==> src/rtl/frame_timing_gen.sv <==
// Frame / line / data-valid timing generator for a camera-style video interface.
// Every output is a flop loaded from the next-state decode, so enable never reaches an output combinationally.
`timescale 1ns/1ps
module frame_timing_gen #(
    parameter int DVAL_HIGH = 640,
    parameter int ROW_COUNT = 480,
    parameter int H_FRONT   = 8,
    parameter int H_BACK    = 8,
    parameter int LINE_GAP  = 16,
    parameter int FRAME_GAP = 32
) (
    input  logic        clk,
    input  logic        rst,
    input  logic        enable,
    output logic        fval,
    output logic        lval,
    output logic        dval,
    output logic        fval_posedge,
    output logic        lval_negedge,
    output logic [15:0] pix_x,
    output logic [15:0] line_idx,
    output logic [15:0] frame_cnt
);

    localparam logic [15:0] FGAP_LAST  = 16'(FRAME_GAP - 1);
    localparam logic [15:0] FRONT_LAST = 16'(H_FRONT - 1);
    localparam logic [15:0] ACT_LAST   = 16'(DVAL_HIGH - 1);
    localparam logic [15:0] BACK_LAST  = 16'(H_BACK - 1);
    localparam logic [15:0] LGAP_LAST  = 16'(LINE_GAP - 1);
    localparam logic [15:0] LAST_LINE  = 16'(ROW_COUNT - 1);

    typedef enum logic [2:0] {
        S_IDLE   = 3'd0,
        S_FGAP   = 3'd1,
        S_LPRE   = 3'd2,
        S_ACTIVE = 3'd3,
        S_LPOST  = 3'd4,
        S_LGAP   = 3'd5
    } state_t;

    state_t      state_q, state_d;
    logic [15:0] cnt_q, cnt_d;
    logic [15:0] line_q, line_d;
    logic [15:0] pix_q, pix_d;
    logic [15:0] frame_cnt_q, frame_cnt_d;
    logic        fval_q, fval_d;
    logic        lval_q, lval_d;
    logic        dval_q, dval_d;
    logic        fpos_q, fpos_d;
    logic        lneg_q, lneg_d;

    // Phase sequencing: cnt_q counts cycles spent in the current phase and restarts at 0 on every transition
    always_comb begin
        state_d     = state_q;
        cnt_d       = cnt_q + 16'd1;
        line_d      = line_q;
        frame_cnt_d = frame_cnt_q;
        fpos_d      = 1'b0;
        lneg_d      = 1'b0;
        case (state_q)
            S_IDLE: begin
                cnt_d = 16'd0;
                if (enable) begin
                    state_d = S_FGAP;
                end else begin
                    state_d = S_IDLE;
                end
            end
            S_FGAP: begin
                if (cnt_q == FGAP_LAST) begin
                    state_d     = S_LPRE;
                    cnt_d       = 16'd0;
                    line_d      = 16'd0;
                    fpos_d      = 1'b1;
                    frame_cnt_d = frame_cnt_q + 16'd1;
                end else begin
                    state_d = S_FGAP;
                end
            end
            S_LPRE: begin
                if (cnt_q == FRONT_LAST) begin
                    state_d = S_ACTIVE;
                    cnt_d   = 16'd0;
                end else begin
                    state_d = S_LPRE;
                end
            end
            S_ACTIVE: begin
                if (cnt_q == ACT_LAST) begin
                    state_d = S_LPOST;
                    cnt_d   = 16'd0;
                end else begin
                    state_d = S_ACTIVE;
                end
            end
            S_LPOST: begin
                if (cnt_q == BACK_LAST) begin
                    cnt_d  = 16'd0;
                    lneg_d = 1'b1;
                    // The end-of-frame decision samples enable only here, so a frame is never cut short
                    if (line_q < LAST_LINE) begin
                        state_d = S_LGAP;
                        line_d  = line_q + 16'd1;
                    end else if (enable) begin
                        state_d = S_FGAP;
                        line_d  = 16'd0;
                    end else begin
                        state_d = S_IDLE;
                        line_d  = 16'd0;
                    end
                end else begin
                    state_d = S_LPOST;
                end
            end
            S_LGAP: begin
                if (cnt_q == LGAP_LAST) begin
                    state_d = S_LPRE;
                    cnt_d   = 16'd0;
                end else begin
                    state_d = S_LGAP;
                end
            end
            default: begin
                state_d = S_IDLE;
                cnt_d   = 16'd0;
                line_d  = 16'd0;
            end
        endcase
    end

    // Output decode from the next state, so the output flops line up with state_q
    always_comb begin
        fval_d = 1'b0;
        lval_d = 1'b0;
        dval_d = 1'b0;
        pix_d  = 16'd0;
        case (state_d)
            S_LPRE, S_LPOST: begin
                fval_d = 1'b1;
                lval_d = 1'b1;
            end
            S_ACTIVE: begin
                fval_d = 1'b1;
                lval_d = 1'b1;
                dval_d = 1'b1;
                pix_d  = cnt_d;
            end
            S_LGAP: begin
                fval_d = 1'b1;
            end
            default: begin
                fval_d = 1'b0;
                lval_d = 1'b0;
                dval_d = 1'b0;
                pix_d  = 16'd0;
            end
        endcase
    end

    // State, counters and registered outputs
    always_ff @(posedge clk or negedge rst) begin
        if (!rst) begin
            state_q     <= S_IDLE;
            cnt_q       <= 16'd0;
            line_q      <= 16'd0;
            pix_q       <= 16'd0;
            frame_cnt_q <= 16'd0;
            fval_q      <= 1'b0;
            lval_q      <= 1'b0;
            dval_q      <= 1'b0;
            fpos_q      <= 1'b0;
            lneg_q      <= 1'b0;
        end else begin
            state_q     <= state_d;
            cnt_q       <= cnt_d;
            line_q      <= line_d;
            pix_q       <= pix_d;
            frame_cnt_q <= frame_cnt_d;
            fval_q      <= fval_d;
            lval_q      <= lval_d;
            dval_q      <= dval_d;
            fpos_q      <= fpos_d;
            lneg_q      <= lneg_d;
        end
    end

    assign fval         = fval_q;
    assign lval         = lval_q;
    assign dval         = dval_q;
    assign fval_posedge = fpos_q;
    assign lval_negedge = lneg_q;
    assign pix_x        = pix_q;
    assign line_idx     = line_q;
    assign frame_cnt    = frame_cnt_q;

endmodule

==> config.mk <==
export PLATFORM = sky130hd
export DESIGN_NAME = frame_timing_gen
export DESIGN_NICKNAME = d
export VERILOG_FILES = /design/src/rtl/frame_timing_gen.sv
export SDC_FILE = /design/constraint.sdc
export NUM_CORES = 1
export LEC_CHECK = 0
export CAP_MARGIN = 5
export CELL_PAD_IN_SITES_DETAIL_PLACEMENT = 0
export CELL_PAD_IN_SITES_GLOBAL_PLACEMENT = 1
export CORE_ASPECT_RATIO = 1.5
export CORE_MARGIN = 4
export CORE_UTILIZATION = 44
export CTS_CLUSTER_SIZE = 24
export DETAILED_ROUTE_END_ITERATION = 6
export PLACE_DENSITY = 0.94
export SLEW_MARGIN = 0
export SYNTH_ARGS = -nofsm -noshare
export SYNTH_HDL_FRONTEND = slang
export SYNTH_SLANG_ARGS = --single-unit
==> constraint.sdc <==
create_clock -name clk -period 4.6 [get_ports clk]
set_input_delay 0.92 -clock clk [delete_from_list [all_inputs] [get_ports clk]]
set_output_delay 0.92 -clock clk [all_outputs]
set_load 0.05 [all_outputs]
==> Yosys cells after proc, flatten, opt, wreduce, memory -nomap -nowiden <==
Cells that the tools add are included.
{ "totals": {"ff_bits": 72, "inputBits": 3, "out_inout_bits": 53, "elab_cells": 62} }
{ "classes": {"n_addsub": 3, "order_cmp": 1, "n_eq_ne": 15, "n_mux": 25, "n_bitwise": 1, "reduce_logical": 7} }
{ "ops": {"columns": ["operator", "count"], "rows": [
  ["$mux W16", 8],
  ["$pmux W16 S4", 1],
  ["$add A16 B1 Y16 const B", 3],
  ["$pmux W16 S3", 1],
  ["$pmux W3 S6", 1],
  ["$eq A16 B10 Y1 const B", 1],
  ["$eq A16 B3 Y1 const B", 1],
  ["$eq A16 B4 Y1 const B", 1],
  ["$eq A16 B5 Y1 const B", 1],
  ["$lt A16 B9 Y1 const B", 1],
  ["$eq A3 B2 Y1 const B", 4],
  ["$eq A3 B3 Y1 const B", 4],
  ["$mux W3", 4],
  ["$mux W1", 9],
  ["$reduce_or A4 Y1", 2],
  ["$ne A2 B2 Y1 const B", 2],
  ["$eq A3 B1 Y1 const B", 1],
  ["$logic_not A3 Y1", 1],
  ["$reduce_and A3 Y1", 1],
  ["$reduce_or A3 Y1", 1],
  ["$mux W2", 1],
  ["$reduce_and A2 Y1", 1],
  ["$reduce_or A2 Y1", 1],
  ["$not A1 Y1", 1]
]} }

==> Longest topological paths before layout <==
Gate-level depths: netlist of the first run.
{ "depth": {"word_depth": 7, "ltp_mapped": 8, "depth_no_buf": 7} }

==> Worst setup path before layout of the first run <==
OpenSTA, ideal clock, no wires.
{ "synth_path": {"path_type": "register to register", "start": "reg line_q[12] (netlist: line_idx[12])", "end": "reg line_q[5] (netlist: line_idx[5])", "setup_ps": 66, "arrival_ps": 2048, "required_time_ps": 4534, "setup_slack_ps": 2486, "stages_incl_launch_ff": 6, "synth_period_minus_slack_ps": 2114, "path_cell_list": "dfrtp_1 > or4_1 > a2111o_1 > buf_4 > nor3b_1 > o22a_1"} }
{ "synth_between": {"elab_chain_len": 4} }
{ "synth_lines": {"columns": ["item", "line_no", "rtl"], "rows": [
  ["start, declared", "43", "logic [15:0] line_q, line_d;"],
  ["start signal, assigned", "176", "line_q <= line_d;"],
  ["$lt A16 B9 Y1", "101", "if (line_q < LAST_LINE) begin"],
  ["$mux W16", "101", null],
  ["$mux W16", "97", "if (cnt_q == BACK_LAST) begin"],
  ["$pmux W16 S3", "60", "case (state_q)"]
]} }
No other way between the ends. The select of a mux whose other input is x is not followed.
A chain may end at the register's enable or synchronous reset.

==> Worst setup path after layout of the first run <==
{ "layout_path": {"start": "reg frame_cnt_q[3] (netlist: frame_cnt[3])", "end": "out frame_cnt[3]"} }
{ "layout_rtl": {"columns": ["item", "line_no", "rtl"], "rows": [
  ["start, declared", "45", "logic [15:0] frame_cnt_q, frame_cnt_d;"],
  ["start signal, assigned", "178", "frame_cnt_q <= frame_cnt_d;"],
  ["end, declared", "22", "output logic [15:0] frame_cnt"]
]} }
No word-level cell between the ends.

==> run metrics, run 1 <==
Tcrit/Tclk final 0.568; Slew Limit Fails 0; TritonCTS Buffers 9; power per cell area 284 nW/µm²; dpl hpwl 5.20 mm; CORE AREA around 7300 µm²; Mapped Cells between 300 and 400; nets@finish 380; post-synthesis sequential area ratio 0.537; Die Span Y 115 µm; top cell type's share of synthesized area 0.537; vias in the first global route approximately 2,700; final wirelength a little over 7 mm; #FFs+latches synth 72; Setup Buffers After CTS 0; Critical Path Start Type register; Total Power 1.19 mW; count leader, synth dfrtp_1; # Max-Cap Violations 0; critical path data required time 3680 ps; Synth Area per Inst about 11 µm²; Final Hold Viols 0; EDFF count, synth 0; iteration count of the initial detailed-routing pass 4; Global Route met3 Usage 0.0361; P&R area growth vs syn 25.1%; Clock Latency Late Sink roughly 350 ps; fillcell total 688; Finished Cell Area 4200 µm²; min Tclk post-route 2610 ps; post-detailed-route count of antenna-violating nets 0; CTS H-tree lvls 3; gr ovfl total 0; P_leak 1.89 nW; CTS Hold Bufs 0; RSZ-0062 raised after global routing no; CP Cell Sequence clkdlybuf4s50_1; Synth cell types 50; drt drc 0; initial antenna violation count 0; Setup Skew 10.6 ps; met1 usage 0.218; CP bufs+invs 1; Starting Density 0.458; Worst Max-Slew Pin Slew roughly 1100 ps; Sequential cell area 1800 µm²; Die ar. 9110 µm²; Mapped Area 3350 µm²; largest net degree at the start of global routing 50; max_slew headroom 0.281; diode count 0; synth cell count leaders 72 x dfrtp_1, 38 x nor2_1, 23 x nand2_1, 18 x nand3_1, 18 x xor2_1; Total GRT Usage 0.177; Util after Layout 0.573; final setup fails 0; largest area contributor in the netlist dfrtp_1; CP top delay family buffers and inverters; clock transition at the registers of the reported paths 70 ps; met2 usage 0.290; type of the most critical hold path register to register; FFs w/ async S/R, synth 1.00; peak supply drop between 0.0002 and 0.00025 V; first-pass GRT wire length 12.6 mm; global routing's busiest layer met2; Iter 0 DRT Violations 125; Chip Width between 70 and 80 µm; clock net sink count 72; number of port buffers 55; status finished, final reports clean; crit path max fanout 6; area of the multi-input gates 1460 µm²; CP Capture Type output port; routed via count between 2,000 and 3,000; setup TNS 0 ps; CTS tree built; Rows 38; critical path arrival approximately 1700 ps; CTS Buffer Depth 2; dominant cells by area after synthesis dfrtp_1 54%, xor2_1 4.7%, nor2_1 4.3%, xnor2_1 2.9%, nand3_1 2.7%; I/O pins 56; Placed Area 3970 µm²; vias per std cell 5.41; routability cong. 0.812; CP max stage delay 860 ps; ys flop type dfrtp_1; post-DR wirelength/cell 15.1 µm; Fmax achieved ~380 MHz; Synth Net Count 323; clk root buf clkbuf_8; critical-path cell with the highest stage delay clkdlybuf4s50_1; Resized Gates After CTS 0; layout cells sized above 1 0.0739; Synth Warn # 0; Crit Path Class register to output port
kinds of logic after synthesis:
group	synth area share
muxes	0.00336
AOI/OAI and AO/OA	0.0847
DFF	0.537
xor gates and xnor gates	0.0757
adders and majority gates	0.0112
buffers and inverters	0.0272
and+or+nand+nor	0.260
flip-flops by register name (all words and copies together), names as in the netlist:
name	cells
cnt_q	16
dval	1
frame_cnt	16
fval	1
fval_posedge	1
line_idx	16
lval	1
lval_negedge	1
pix_x	16
state_q	3
report_power, final:
part           internal, mW  leakage, nW  switching, mW
Combinational       0.00162        0.829         0.0119
Clock                 0.319        0.106          0.226
Sequential            0.633        0.956              0
Total                 0.953         1.89          0.238
final timing paths:
| check | start | endpoint | slack, ps | cells after the start |
|---|---|---|---|---|
| max in group asynchronous | rst | dval | 2930 | 2 |
| hold reg to reg | frame_cnt[15] | frame_cnt[15] | 460 | 1 |
| setup reg to reg | cnt_q[0] | fval | 2030 | 7 |
| setup / recovery | frame_cnt[3] | frame_cnt[3] | 1990 | 1 |
| hold / removal | frame_cnt[15] | frame_cnt[15] | 460 | 1 |
| min in group asynchronous | rst | line_idx[12] | 770 | 1 |
cell type report:
| type | count | area share |
|---|---|---|
| clock inverters | 5 | 0.0191 |
| clock buffers | 11 | 0.0337 |
| flip-flops and latches | 72 | 0.429 |
| inverters | 9 | 0.00805 |
| repair buffers | 56 | 0.132 |
| well taps | 100 | 0.0298 |
| multi-input cells | 226 | 0.348 |
layout by cell type, fill, tap and decap left out, drive strengths merged, types with 5 or more instances in the layout:
master and n:
clkdlybuf4s50 54, a21oi 6, nor3b 5, nand4 11, nor4 14, nor3 9
xor2 18, inv 8, dfrtp 72, clkbuf 11, nor2 39, nand3 18
o21a 7, and3 11, nand2 23, o21ai 10, xnor2 11
layer usage:
| layer | vias up | wire [µm] |
|---|---|---|
| met2 | 66 | 3780 |
| met5 | - | 0 |
| met3 | 10 | 297 |
| met4 | 0 | 119 |
| li1 | 1242 | - |
| met1 | 1272 | 3060 |
through the flow:
step | hold WS (ps) | setup slack, ps | instances
finish | 464 | 1990 | 479
global route | 488 | 1820 | 479
CTS | 471 | 1980 | 479
detailed placement | 456 | 2040 | 463
global placement | 457 | 2130 | 463
floorplan | 470 | 2490 | 317
Power figures use the tool's default switching activity.
==> inputs of run 2 (changes only) <==
CORE_UTILIZATION = 37   (was 44)
PLACE_DENSITY = 0.85   (was 0.94)
clock period = 2.2 ns   (was 4.6 ns; I/O delays follow)
==> run metrics, run 2 (synthesis gave the netlist of run 1 again) <==
clock transition at the registers of the reported paths 50 ps; number of port buffers 55; iteration count of the initial detailed-routing pass 4; CTS H-tree lvls 3; Rows 42; vias in the first global route 2,793; crit path max fanout 10; commonest non-fill, non-tap cell in the layout dfrtp_1; crit path from cnt_q[14]; clock net sink count about 70; clock power share 0.539; fillcell total 797; type of the most critical hold path input pin to asynchronous set/reset pin; routability cong. 0.825; largest net degree at the start of global routing 73; Die ar. approximately 11,000 µm²; Critical Path Start Type register; worst flop-to-flop path startpoint cnt_q[14]; Tcrit/Tclk final 0.976; Iter 0 DRT Violations 188; P_leak 2.18 nW; layout cells sized above 1 0.169; CORE AREA approximately 8800 µm²; Int Pwr 2.42 mW; Post-Layout Cell Count 519; status finished, final reports clean; CTS Hold Bufs 0; critical path data required time about 2500 ps; most frequent cells in the layout 70 x dfrtp_1, 54 x clkdlybuf4s50_1, 38 x nor2_1; vias per std cell roughly 5.3; final wirelength a little under 8 mm; TritonCTS Buffers 9; min Tclk post-route around 2100 ps; Chip Width 85.7 µm; dpl hpwl 5.62 mm; Fmax achieved 466 MHz; # Max-Cap Violations 0; post-DR wirelength/cell 15.2 µm; Final Hold Viols 0; RSZ-0062 raised after global routing yes; nets@finish slightly above 400; CTS Buffer Depth 2; switching share of power 0.179; P&R area growth vs syn 39.4%; area of the multi-input gates 1560 µm²; Clock Latency Late Sink 330 ps; Cells after DPL between 400 and 500; final setup fails 0; Total Power 2.95 mW; drt drc 0; CP bufs+invs 2; clk root buf clkbuf_16; Comb pwr share 0.011; Setup Skew slightly below 6 ps; routed via count 2,731; gr ovfl total 0; critical-path cell with the highest stage delay dfrtp_2; CTS tree built; first-pass GRT wire length 13.6 mm; post-detailed-route count of antenna-violating nets 0; CP max stage delay roughly 440 ps; I/O pins 56; Crit Path Class register to register; Die Span Y roughly 120 µm; diode count 0; Slew Limit Fails 0; Util after Layout 0.530; initial antenna violation count 0; CP top delay family simple AND/OR/NAND/NOR gates; CP Capture Type register; sequential power share 0.450; max_slew headroom 0.660; Sequential cell area 1800 µm²; Starting Density 0.380; power per cell area 630 nW/µm²; critical path arrival 2400 ps; CP Cell Sequence nor4_4 > nand4_1 > buf_4 > or2_1 > buf_6 > nor4_2 > xor2_1; Worst Max-Slew Pin Slew approximately 510 ps; peak supply drop between 0.0003 and 0.0004 V; Total GRT Usage 0.158; P_sw 0.529 mW
==> run 2: final cells by class <==
class / instances / area share
clock buffer: 14 / 0.0586
clock inverter: 2 / 0.0128
inverter: 9 / 0.00723
multi-input combinational: 226 / 0.333
sequential: 72 / 0.386
tap: 110 / 0.0294
timing repair buffer: 86 / 0.173
==> run 2: metal layers <==
metal | part of all wire | vias up | routed length, µm | GRT usage
met4 | 0.018 | 0 | 141 | 0.0718
met3 | 0.034 | 10 | 266 | 0.0331
met5 | 0 | - | 0 | 0
met1 | 0.41 | 1368 | 3230 | 0.191
li1 | - | 1304 | - | -
met2 | 0.54 | 49 | 4250 | 0.266
==> run 2: worst paths after layout <==
path | cells past startpoint | slack [ps] | endpoint
worst max-delay path | 7 | 50 | frame_cnt[12]
worst min-delay path | 2 | 130 | pix_x[3]
worst max register to register | 7 | 50 | frame_cnt[12]
worst min register to register | 1 | 480 | frame_cnt[8]
max in group asynchronous | 2 | 1760 | cnt_q[14]
min in group clk | 1 | 480 | frame_cnt[8]
==> run 2: repair_timing <==
item                                    4_1_cts  5_1_grt
endpoints found under the setup margin       19       24
cloned                                        0        0
buffers inserted                              2        2
pin swaps                                     1        8
gates resized for setup                       4       15
hold endpoints to repair                      0        0
==> run 2: power groups by stage <==
stage | Combinational (mW) | Clock, mW | Sequential (mW)
after floorplan | 0.000000174 | 0 | 1.35
after global placement | 0.0334 | 0 | 1.35
after detailed placement | 0.0345 | 0 | 1.35
after CTS | 0.0344 | 1.63 | 1.33
after global routing | 0.0383 | 1.69 | 1.32
final | 0.0314 | 1.59 | 1.33
==> run 2: stage by stage <==
stage | setup TNS, ps | area (µm²) | setup WS (ps) | hold slack [ps]
6_report | 0 | 4680 | 53.7 | 133
5_1_grt | -13.1 | 4680 | -11.9 | 174
4_1_cts | 0 | 4580 | 5.32 | 150
3_5_place_dp | -2600 | 4210 | -193 | 475
3_3_place_gp | -1180 | 4210 | -92.3 | 458
2_1_floorplan | 0 | 3350 | 86.4 | 144
==> inputs of run 3 (changes only) <==
SKIP_CTS_REPAIR_TIMING = 1   (was unset)
==> run metrics, run 3 (synthesis gave the netlist of run 1 again) <==
status finished, final reports clean; reg-to-reg setup timing slack 60 ps; R2R depth 7; CORE AREA 8830 µm²; commonest non-fill, non-tap cell in the layout dfrtp_1; CTS H-tree lvls 3; most frequent cells in the layout 70 x dfrtp_1, 54 x clkdlybuf4s50_1, 38 x nor2_1; worst hold slack approximately 110 ps; min Tclk post-route 2140 ps; Iter 0 DRT Violations 184; Post-Layout Cell Count between 500 and 600; power per cell area 630 nW/µm²; Rows 42; max_slew headroom 0.660; dpl hpwl 5.62 mm; critical-path cell with the highest stage delay dfrtp_2; routability cong. between 0.8 and 0.9; P&R area growth vs syn 39.6%; Util after Layout 0.530; r2r endpoint frame_cnt[12]; CP top delay family simple AND/OR/NAND/NOR gates; layout cells sized above 1 0.169; Die ar. ~11,000 µm²; TritonCTS Buffers 9; Final Hold Viols 0; P_leak 2.18 nW; final setup fails 0; largest net degree at the start of global routing 73; worst flop-to-flop path startpoint cnt_q[14]; nets@finish just over 400; CP Cell Sequence nor4_4 > nand4_1 > buf_4 > or2_1 > buf_8 > nor4_2 > xor2_1; vias in the first global route between 2,000 and 3,000; Die Span Y 125 µm; Slew Limit Fails 0; initial antenna violation count 0; Placed Area approximately 4200 µm²; clock power share 0.539; routed via count between 2,000 and 3,000; pre-CTS setup slack -193 ps; Worst Max-Slew Pin Slew 509 ps; Clock Latency Late Sink 330 ps; iteration count of the initial detailed-routing pass 4; Int Pwr roughly 2.4 mW; I/O pins 56; diode count 0; crit path from cnt_q[14]; Cells after DPL 499; switching share of power 0.180; CTS Buffer Depth 2; fillcell total 793; P_sw between 0.5 and 0.6 mW; CP bufs+invs 2; CP max stage delay approximately 440 ps; vias per std cell 5.26; final wirelength around 8 mm; drt drc 0; Total Power 2.95 mW; Setup Skew 6.00 ps; Tcrit/Tclk final 0.975; post-DR wirelength/cell ~15 µm; type of the most critical hold path input pin to asynchronous set/reset pin; clk root buf clkbuf_16; critical path arrival roughly 2400 ps; Crit Path Class register to register; crit path max fanout 11; setup TNS 0 ps; Total GRT Usage 0.158; # Max-Cap Violations 0; number of port buffers 55; Fmax achieved 466 MHz; first-pass GRT wire length 13.6 mm; critical path data required time 2450 ps; CP Capture Type register; Chip Width 85.7 µm; clock net sink count just over 70; Critical Path End frame_cnt[12]; peak supply drop 0.000392 V; Crit. path cell count 7; Comb pwr share 0.011; clock transition at the registers of the reported paths around 50 ps; Finished Cell Area 4680 µm²; Critical Path Start Type register; Worst Slack Setup Final between 50 and 60 ps; CTS tree built; gr ovfl total 0; sequential power share 0.450; post-detailed-route count of antenna-violating nets 0; Starting Density 0.380
## run 3: cell count changes in the layout (fill, tap and decap cells not counted)
cell and delta:
buf_6 -1, buf_8 +1
## run 3: metal layers
layer	up-vias	track usage	wire length, µm
li1	1302	-	-
met1	1359	0.189	3210
met2	59	0.269	4290
met3	10	0.0331	297
met4	0	0.0708	140
met5	-	0	0
## run 3: layout make-up
cell class | instances | area [µm²] | area share
Tap cell | 110 | 138 | 0.0294
Inverter | 9 | 33.8 | 0.00722
Clock inverter | 2 | 60.1 | 0.0128
Timing Repair Buffer | 86 | 815 | 0.174
Multi-Input combinational cell | 226 | 1560 | 0.332
Clock buffer | 14 | 274 | 0.0586
Sequential cell | 72 | 1800 | 0.386
## run 3: worst min path at each step
stage                       start            end
detailed placement   frame_cnt[8]   frame_cnt[8]
global placement    frame_cnt[15]  frame_cnt[15]
finish                        rst       pix_x[1]
global route                  rst       pix_x[1]
floorplan                     rst       cnt_q[0]
CTS                           rst       pix_x[1]
## run 3: power groups by stage
| stage | Clock (mW) | Combinational [mW] | Sequential [mW] |
|---|---|---|---|
| final | 1.59 | 0.0317 | 1.33 |
| after global placement | 0 | 0.0334 | 1.35 |
| after floorplan | 0 | 0.000000174 | 1.35 |
| after global routing | 1.69 | 0.0381 | 1.32 |
| after detailed placement | 0 | 0.0345 | 1.35 |
| after CTS | 1.63 | 0.0344 | 1.33 |
